`src/rtl/arb4_pkg.sv`:
```
// Shared types and sizes for the four-way round-robin select arbiter.
package arb4_pkg;

  typedef enum logic {S_IDLE, S_GRANT} arb_state_t;

  localparam int unsigned NUM_REQ = 4;
  localparam int unsigned SEL_W   = 2;

  // One-hot decode of a requester index.
  function automatic logic [NUM_REQ-1:0] onehot4(input logic [SEL_W-1:0] idx);
    return NUM_REQ'(1) << idx;
  endfunction

endpackage

```
`src/rtl/rr_pick4.sv`:
```
// Rotating-priority picker: first set request scanning base, base+1, ... (mod 4).
module rr_pick4
  import arb4_pkg::*;
(
  input  logic [NUM_REQ-1:0] i_req,
  input  logic [SEL_W-1:0]   i_base,
  output logic [SEL_W-1:0]   o_idx,
  output logic               o_any
);

  logic [2*NUM_REQ-1:0] w_dbl;
  logic [NUM_REQ-1:0]   w_rot;
  logic [SEL_W-1:0]     w_off;

  // Doubling the vector turns the rotate into a plain part-select.
  assign w_dbl = {i_req, i_req};
  assign w_rot = w_dbl[i_base +: NUM_REQ];

  always_comb begin
    w_off = '0;
    for (int i = NUM_REQ - 1; i >= 0; i--) begin
      if (w_rot[i]) w_off = SEL_W'(i);
    end
  end

  assign o_idx = i_base + w_off;
  assign o_any = |i_req;

endmodule

```
`src/rtl/arb4_select.sv`:
```
// Four-way round-robin arbiter driving mux4.select, with bounded bursts per grant.
module arb4_select
  import arb4_pkg::*;
#(
  parameter int unsigned MAX_BURST = 1
) (
  input  logic               i_clk,
  input  logic               i_rst,
  input  logic [NUM_REQ-1:0] i_req_valid,
  output logic [NUM_REQ-1:0] o_req_ready,
  output logic [SEL_W-1:0]   o_select,
  output logic [NUM_REQ-1:0] o_grant,
  output logic               o_out_valid,
  input  logic               i_out_ready,
  output logic               o_busy
);

  localparam int unsigned CNT_W = $clog2(MAX_BURST + 1);

  arb_state_t         r_state, w_state_nxt;
  logic [SEL_W-1:0]   r_ptr, w_ptr_nxt;
  logic [SEL_W-1:0]   r_gidx, w_gidx_nxt;
  logic [CNT_W-1:0]   r_cnt, w_cnt_nxt;
  logic [NUM_REQ-1:0] r_grant, w_grant_nxt;

  logic [SEL_W-1:0]   w_pick;
  logic               w_any;
  logic               w_cur_valid;
  logic               w_xfer;
  logic               w_last;

  rr_pick4 u_pick (
    .i_req  (i_req_valid),
    .i_base (r_ptr),
    .o_idx  (w_pick),
    .o_any  (w_any)
  );

  // Handshake is combinational so a transfer costs no register latency.
  assign w_cur_valid = i_req_valid[r_gidx];
  assign o_out_valid = (r_state == S_GRANT) && w_cur_valid;
  assign w_xfer      = o_out_valid && i_out_ready;
  assign o_req_ready = w_xfer ? onehot4(r_gidx) : '0;
  assign w_last      = (r_cnt == CNT_W'(MAX_BURST - 1));

  assign o_select = r_gidx;
  assign o_grant  = r_grant;
  assign o_busy   = (r_state == S_GRANT);

  always_comb begin
    w_state_nxt = r_state;
    w_ptr_nxt   = r_ptr;
    w_gidx_nxt  = r_gidx;
    w_cnt_nxt   = r_cnt;
    w_grant_nxt = r_grant;
    case (r_state)
      S_IDLE: begin
        if (w_any) begin
          w_state_nxt = S_GRANT;
          w_gidx_nxt  = w_pick;
          w_cnt_nxt   = '0;
          w_grant_nxt = onehot4(w_pick);
        end
      end
      S_GRANT: begin
        // Release on a dropped request or on the final transfer of the burst.
        if (!w_cur_valid || (w_xfer && w_last)) begin
          w_state_nxt = S_IDLE;
          w_ptr_nxt   = r_gidx + SEL_W'(1);
          w_cnt_nxt   = '0;
          w_grant_nxt = '0;
        end else if (w_xfer) begin
          w_cnt_nxt = r_cnt + CNT_W'(1);
        end
      end
      default: begin
        w_state_nxt = S_IDLE;
        w_grant_nxt = '0;
      end
    endcase
  end

  always_ff @(posedge i_clk) begin
    if (i_rst) begin
      r_state <= S_IDLE;
      r_ptr   <= '0;
      r_gidx  <= '0;
      r_cnt   <= '0;
      r_grant <= '0;
    end else begin
      r_state <= w_state_nxt;
      r_ptr   <= w_ptr_nxt;
      r_gidx  <= w_gidx_nxt;
      r_cnt   <= w_cnt_nxt;
      r_grant <= w_grant_nxt;
    end
  end

endmodule
```
`config.mk`:
```
export PLATFORM = sky130hd
export DESIGN_NAME = arb4_select
export DESIGN_NICKNAME = d
export VERILOG_FILES = /design/src/rtl/arb4_pkg.sv /design/src/rtl/rr_pick4.sv /design/src/rtl/arb4_select.sv
export SDC_FILE = /design/constraint.sdc
export NUM_CORES = 1
export LEC_CHECK = 0
export ABC_AREA = 1
export BUFFER_PORTS_ARGS = -buffer_cell sky130_fd_sc_hd__buf_2
export CORE_MARGIN = 3
export CORE_UTILIZATION = 35
export CTS_CLUSTER_SIZE = 20
export DETAILED_ROUTE_END_ITERATION = 8
export PLACE_DENSITY = 0.56
export SYNTH_ARGS = -nofsm -noshare
export SYNTH_HDL_FRONTEND = slang
export SYNTH_SLANG_ARGS = --single-unit
```
`constraint.sdc`:
```
create_clock -name i_clk -period 1.77 [get_ports i_clk]
set_clock_uncertainty 0.05 [all_clocks]
set_input_delay 0.177 -clock i_clk [delete_from_list [all_inputs] [get_ports i_clk]]
set_output_delay 0.177 -clock i_clk [all_outputs]
set_load 0.01 [all_outputs]
```
==> Word level (Yosys, flattened, before mapping) <==
Cells that the tools add are included.
{ "totals": {"register_bits": 10, "output_inout_bits": 12, "word_cells": 44} }
{ "classes": {"shift": 3, "add_sub_neg": 3, "order_cmp": 1, "n_eq_ne": 3, "bitwise_logic": 2, "n_mux": 17, "reduce_logical": 10} }
{ "op_table": {"columns": ["cell", "count"], "rows": [
  ["4-bit two-way mux", 3],
  ["2-bit two-way mux", 4],
  ["4-bit case mux with 2 select lines", 1],
  ["2-bit AND reduction", 4],
  ["8-bit by 3-bit indexed part select with 4-bit output", 1],
  ["1-bit by 2-bit left shift with 4-bit output (first input constant)", 2],
  ["1-bit two-way mux", 6],
  ["2-bit by 1-bit inequality test with 1-bit output (second input constant)", 2],
  ["1-bit case mux with 2 select lines", 2],
  ["4-bit OR reduction", 1],
  ["1-bit logical AND", 3],
  ["2-bit by 3-bit less-than comparator with 1-bit output (second input constant)", 1],
  ["3-bit by 1-bit inequality test with 1-bit output (second input constant)", 1],
  ["2-bit by 1-bit adder with 2-bit output (second input constant)", 1],
  ["2-bit adder", 1],
  ["1-bit binary-select mux with 2-bit select", 1],
  ["1-bit NOT", 2],
  ["1-bit adder (second input constant)", 1],
  ["1-bit zero test", 1],
  ["1-bit logical OR", 1]
]} }

==> Logic depth before layout (Yosys ltp) <==
{ "logic_depth": {"word_depth": 9, "depth_mapped": 13, "depth_no_buf": 13} }

==> Modules after synthesis <==
From an unflattened synthesis, not the netlist that was laid out.
{ "unflattened": {"cells_unflattened": 106, "hier_area_um2": 705.7} }
{ "by_module_without_submodules": {"columns": ["module", "area_per_inst_um2", "n_inst", "cells_per_inst"], "rows": [
  ["arb4_select", 538.0, 1, 71],
  ["rr_pick4", 167.7, 1, 35]
]} }

==> Least setup slack after synthesis <==
Ideal clock, no wire load.
{ "synth_timing": {"path_type": "register to register", "from": "register r_ptr[0]", "to": "register r_gidx[1], in the netlist o_select[1]", "required_ns": 1.607, "setup_slack_ns": -0.019, "arrival_time_ns": 1.625, "stages_incl_launch_ff": 14, "period_less_slack_ns": 1.789, "path_cell_list": "dfxtp_1 > inv_2 > nand2_1 > nand3_1 > nand2_1 > nand3_1 > a21boi_0 > ha_1 > xor2_1 > inv_1 > nand3_2 > nand2_2 > o21ai_1 > inv_1"} }
{ "synth_via": {"elab_chain_len": 6} }
{ "synth_lines": {"columns": ["element", "line_no", "text"], "rows": [
  ["start: declaration", "arb4_select.sv:21", "logic [SEL_W-1:0] r_ptr, w_ptr_nxt;"],
  ["start signal: assignment", "arb4_select.sv:92", "r_ptr <= w_ptr_nxt;"],
  ["8-bit by 3-bit indexed part select with 4-bit output", "rr_pick4.sv:17", "assign w_rot = w_dbl[i_base +: NUM_REQ];"],
  ["2-bit two-way mux (4 in series)", "rr_pick4.sv:22", "if (w_rot[i]) w_off = SEL_W'(i);"],
  ["2-bit adder *", "rr_pick4.sv:26", "assign o_idx = i_base + w_off;"],
  ["end signal: assignment", "arb4_select.sv:93", "r_gidx <= w_gidx_nxt;"],
  ["end: declaration", "arb4_select.sv:22", "logic [SEL_W-1:0] r_gidx, w_gidx_nxt;"]
]} }
Every way passes the cells marked *; elsewhere a longest branch is shown, timed or not.
A chain may end at the register's enable or synchronous reset.

==> Worst setup path in the final report <==
{ "layout_timing": {"from": "register r_gidx[0], in the netlist o_select[0]", "to": "output port o_req_ready[2]"} }
{ "layout_via": {"elab_chain_len": 5} }
{ "layout_lines": {"columns": ["element", "line_no", "text"], "rows": [
  ["1-bit binary-select mux with 2-bit select", "arb4_select.sv:40", "assign w_cur_valid = i_req_valid[r_gidx];"],
  ["1-bit two-way mux (not written as such)", "arb4_select.sv:40", null],
  ["1-bit logical AND", "arb4_select.sv:41", "assign o_out_valid = (r_state == S_GRANT) && w_cur_valid;"],
  ["1-bit logical AND", "arb4_select.sv:42", "assign w_xfer = o_out_valid && i_out_ready;"],
  ["4-bit two-way mux *", "arb4_select.sv:43", "assign o_req_ready = w_xfer ? onehot4(r_gidx) : '0;"],
  ["end: declaration", "arb4_select.sv:10", "output logic [NUM_REQ-1:0] o_req_ready,"]
]} }
Every way passes the cells marked *; elsewhere a longest branch is shown, timed or not. The select of a mux whose other input is x is not followed.

==> out/summary.txt <==
Outcome - completed
Crit share post-route - 0.982
Worst Max-Slew Pin Slew - 0.232 ns
Area Overhead vs Synth - 47.0%
Post-synth top area share - 0.295
Core Rows - 15
Remaining DRCs - 0
DR vias - 767
Post-route ant nets - 0
Starting Density - 0.381
Seq/Total Area, Yosys - 0.295
Port Buffers - 18
Clock-pin slew on the worst setup and hold paths - 0.06 ns
Later-pin clock latency in the skew report - 0.27 ns
Ant diodes - 0
Unique masters post-synth - 15
Die area - 2510 µm²
RD Place Congestion - 0.713
Syn avg cell area - 6.35 µm²
Placed Cells - 155
Final WL - 1.75 mm
First-pass GRT wire length - 2.95 mm
Reg2Reg Depth - 12
WP data arrival - 1.51 ns
Syn_nets - 119
Post-layout min period - 1.74 ns
Total gr overflow - 0
Worst hold stages - 4
Yosys top cell by area - dfxtp_1
Max cap viols - 0
Post-Place Setup Slack - -0.111 ns
Chip width - 50.1 µm
Synth Instances - 107
Initial antenna violation count - 0
CORE AREA - 1780 µm²
Yosys Warn Count - 0
Top-Level Pins - 19
All-Layer GR Usage - 0.154
Clock sink count - 10
Setup crit start kind - register
CP Capture Type - output pin
1st-iter DRT viols - 15
Slew Viols, Final - 0
CTS tree - yes
Hold Vio Cnt, Final - 0
HP Class - in2reg
Layout cell share with drive strength beyond 1 - 0.482
Via/cell ratio - 4.73
# fillers - 179
CP required - 1.54 ns
Pin count of the biggest net entering global routing - 10
Avg WL per Cell - 10.8 µm
Crit path kind - reg2out
# setup viols final - 0
Max transition margin - 0.845
DRT Pass-1 Iters - 4
Synth area leaders - dfxtp_1 29%, nand2_1 14%, nand3_1 9.6%
Post-synthesis cell area - 679 µm²
Die height - 50.1 µm
Fin cells - 162
HPWL after DPL - 1.26 mm
Pwr Total - 0.934 mW
Setup TNS - 0 ns
Leakage power - 0.503 nW
Worst-path fanout max - 6
Seq cells post-synth - 10
Max Root-Sink Buffers - 2
PwrDens - 936 nW/µm²
CTS Buf Count - 3
Maximum VDD drop - 521 µV
Final Core Density - 0.560
Maximum clock rate - 0.575 GHz
Worst setup margin - 0.0319 ns
H-Tree Depth - 1
RSZ-0062 raised after global routing - yes
CTS root buf - clkbuf_4
Fin nets - 151
Hold Buf Count CTS - 0
Vias in the first global route - 719
## synth_stat cells, drive strengths merged
cell and count:
dfxtp 10, a21oi 9, o21ai 8, nand2 31
a21boi 1, inv 15, nor2 12, xor2 1
nand3 14, o211ai 1, ha 5
## state kept, by name (all words and copies together) (netlist names)
register / cells
r_ptr: 2
r_cnt: 1
o_select: 2
o_busy: 1
o_grant: 4
## final timing paths
kind	start	endpoint	slack [ns]
setup / recovery	o_select[0]	o_req_ready[2]	0.03
hold / removal	i_rst	o_select[1]	0.09
setup reg to reg	r_ptr[0]	o_select[1]	0.04
hold reg to reg	r_cnt	r_cnt	0.40
## kinds of logic after synthesis
logic type / Yosys count / share of synthesized area
AND/OR/NAND/NOR: 57 / 0.370
adder cells (fa/ha/maj): 5 / 0.0921
flip-flops: 10 / 0.295
XOR/XNOR: 1 / 0.0129
buffers and inverters: 15 / 0.0829
AO/OA/AOI/OAI: 19 / 0.147
## metal layers
layer,part of all wire,wire length (µm),track usage
met5,0,0,0
met3,0.061,107,0.0453
met4,0.0097,17,0.0737
met2,0.47,822,0.254
met1,0.46,800,0.180
## cell usage in the layout, fill, tap and decap left out, types with 4 or more instances in the layout
cell type  Yosys  final
inv_1         11     11
buf_2          0     18
nand2_2        6     12
buf_4          0      9
dfxtp_1       10      7
nor2_1        12     12
a21oi_1        9      6
nand2_1       25     17
ha_1           5      4
nand3_2        1      8
o21ai_0        7      7
nand3_1       13      6
## worst max-delay path, stage by stage (launching register included)
cell and delay (ns):
dfxtp_1 0.36, inv_2 0.12, nand2_1 0.06, nand3_1 0.10
nand2_1 0.07, nor2_1 0.18, nand2_2 0.11, nor2_1 0.10
buf_2 0.13
## final cells by class
class | instances | area (µm²) | area share
Sequential cell | 10 | 206 | 0.207
Timing Repair Buffer | 27 | 158 | 0.158
Inverter | 15 | 63.8 | 0.0639
Multi-Input combinational cell | 82 | 517 | 0.518
Tap cell | 25 | 31.3 | 0.0313
Clock buffer | 3 | 22.5 | 0.0226
## metrics by stage
step           hold slack (ns)  cell area (µm²)
6_report                0.0937              998
5_1_grt                  0.105              998
4_1_cts                  0.124              931
3_5_place_dp             0.387              840
3_3_place_gp             0.386              840
2_1_floorplan            0.288              681
## power by group
part | internal, mW | total [mW] | switching (mW) | leakage [nW]
clock | 0.0787 | 0.157 | 0.0782 | 0.0138
combinational | 0.204 | 0.472 | 0.269 | 0.405
sequential | 0.264 | 0.305 | 0.0410 | 0.0839
## timing repair
| action | 4_1_cts | 5_1_grt |
|---|---|---|
| resized for setup | 14 | 17 |
| buffers inserted | 3 | 1 |
| cloned | 0 | 0 |
| setup endpoints to repair | 9 | 9 |
| pin swaps | 7 | 7 |
(Power assumes the default switching activity.)
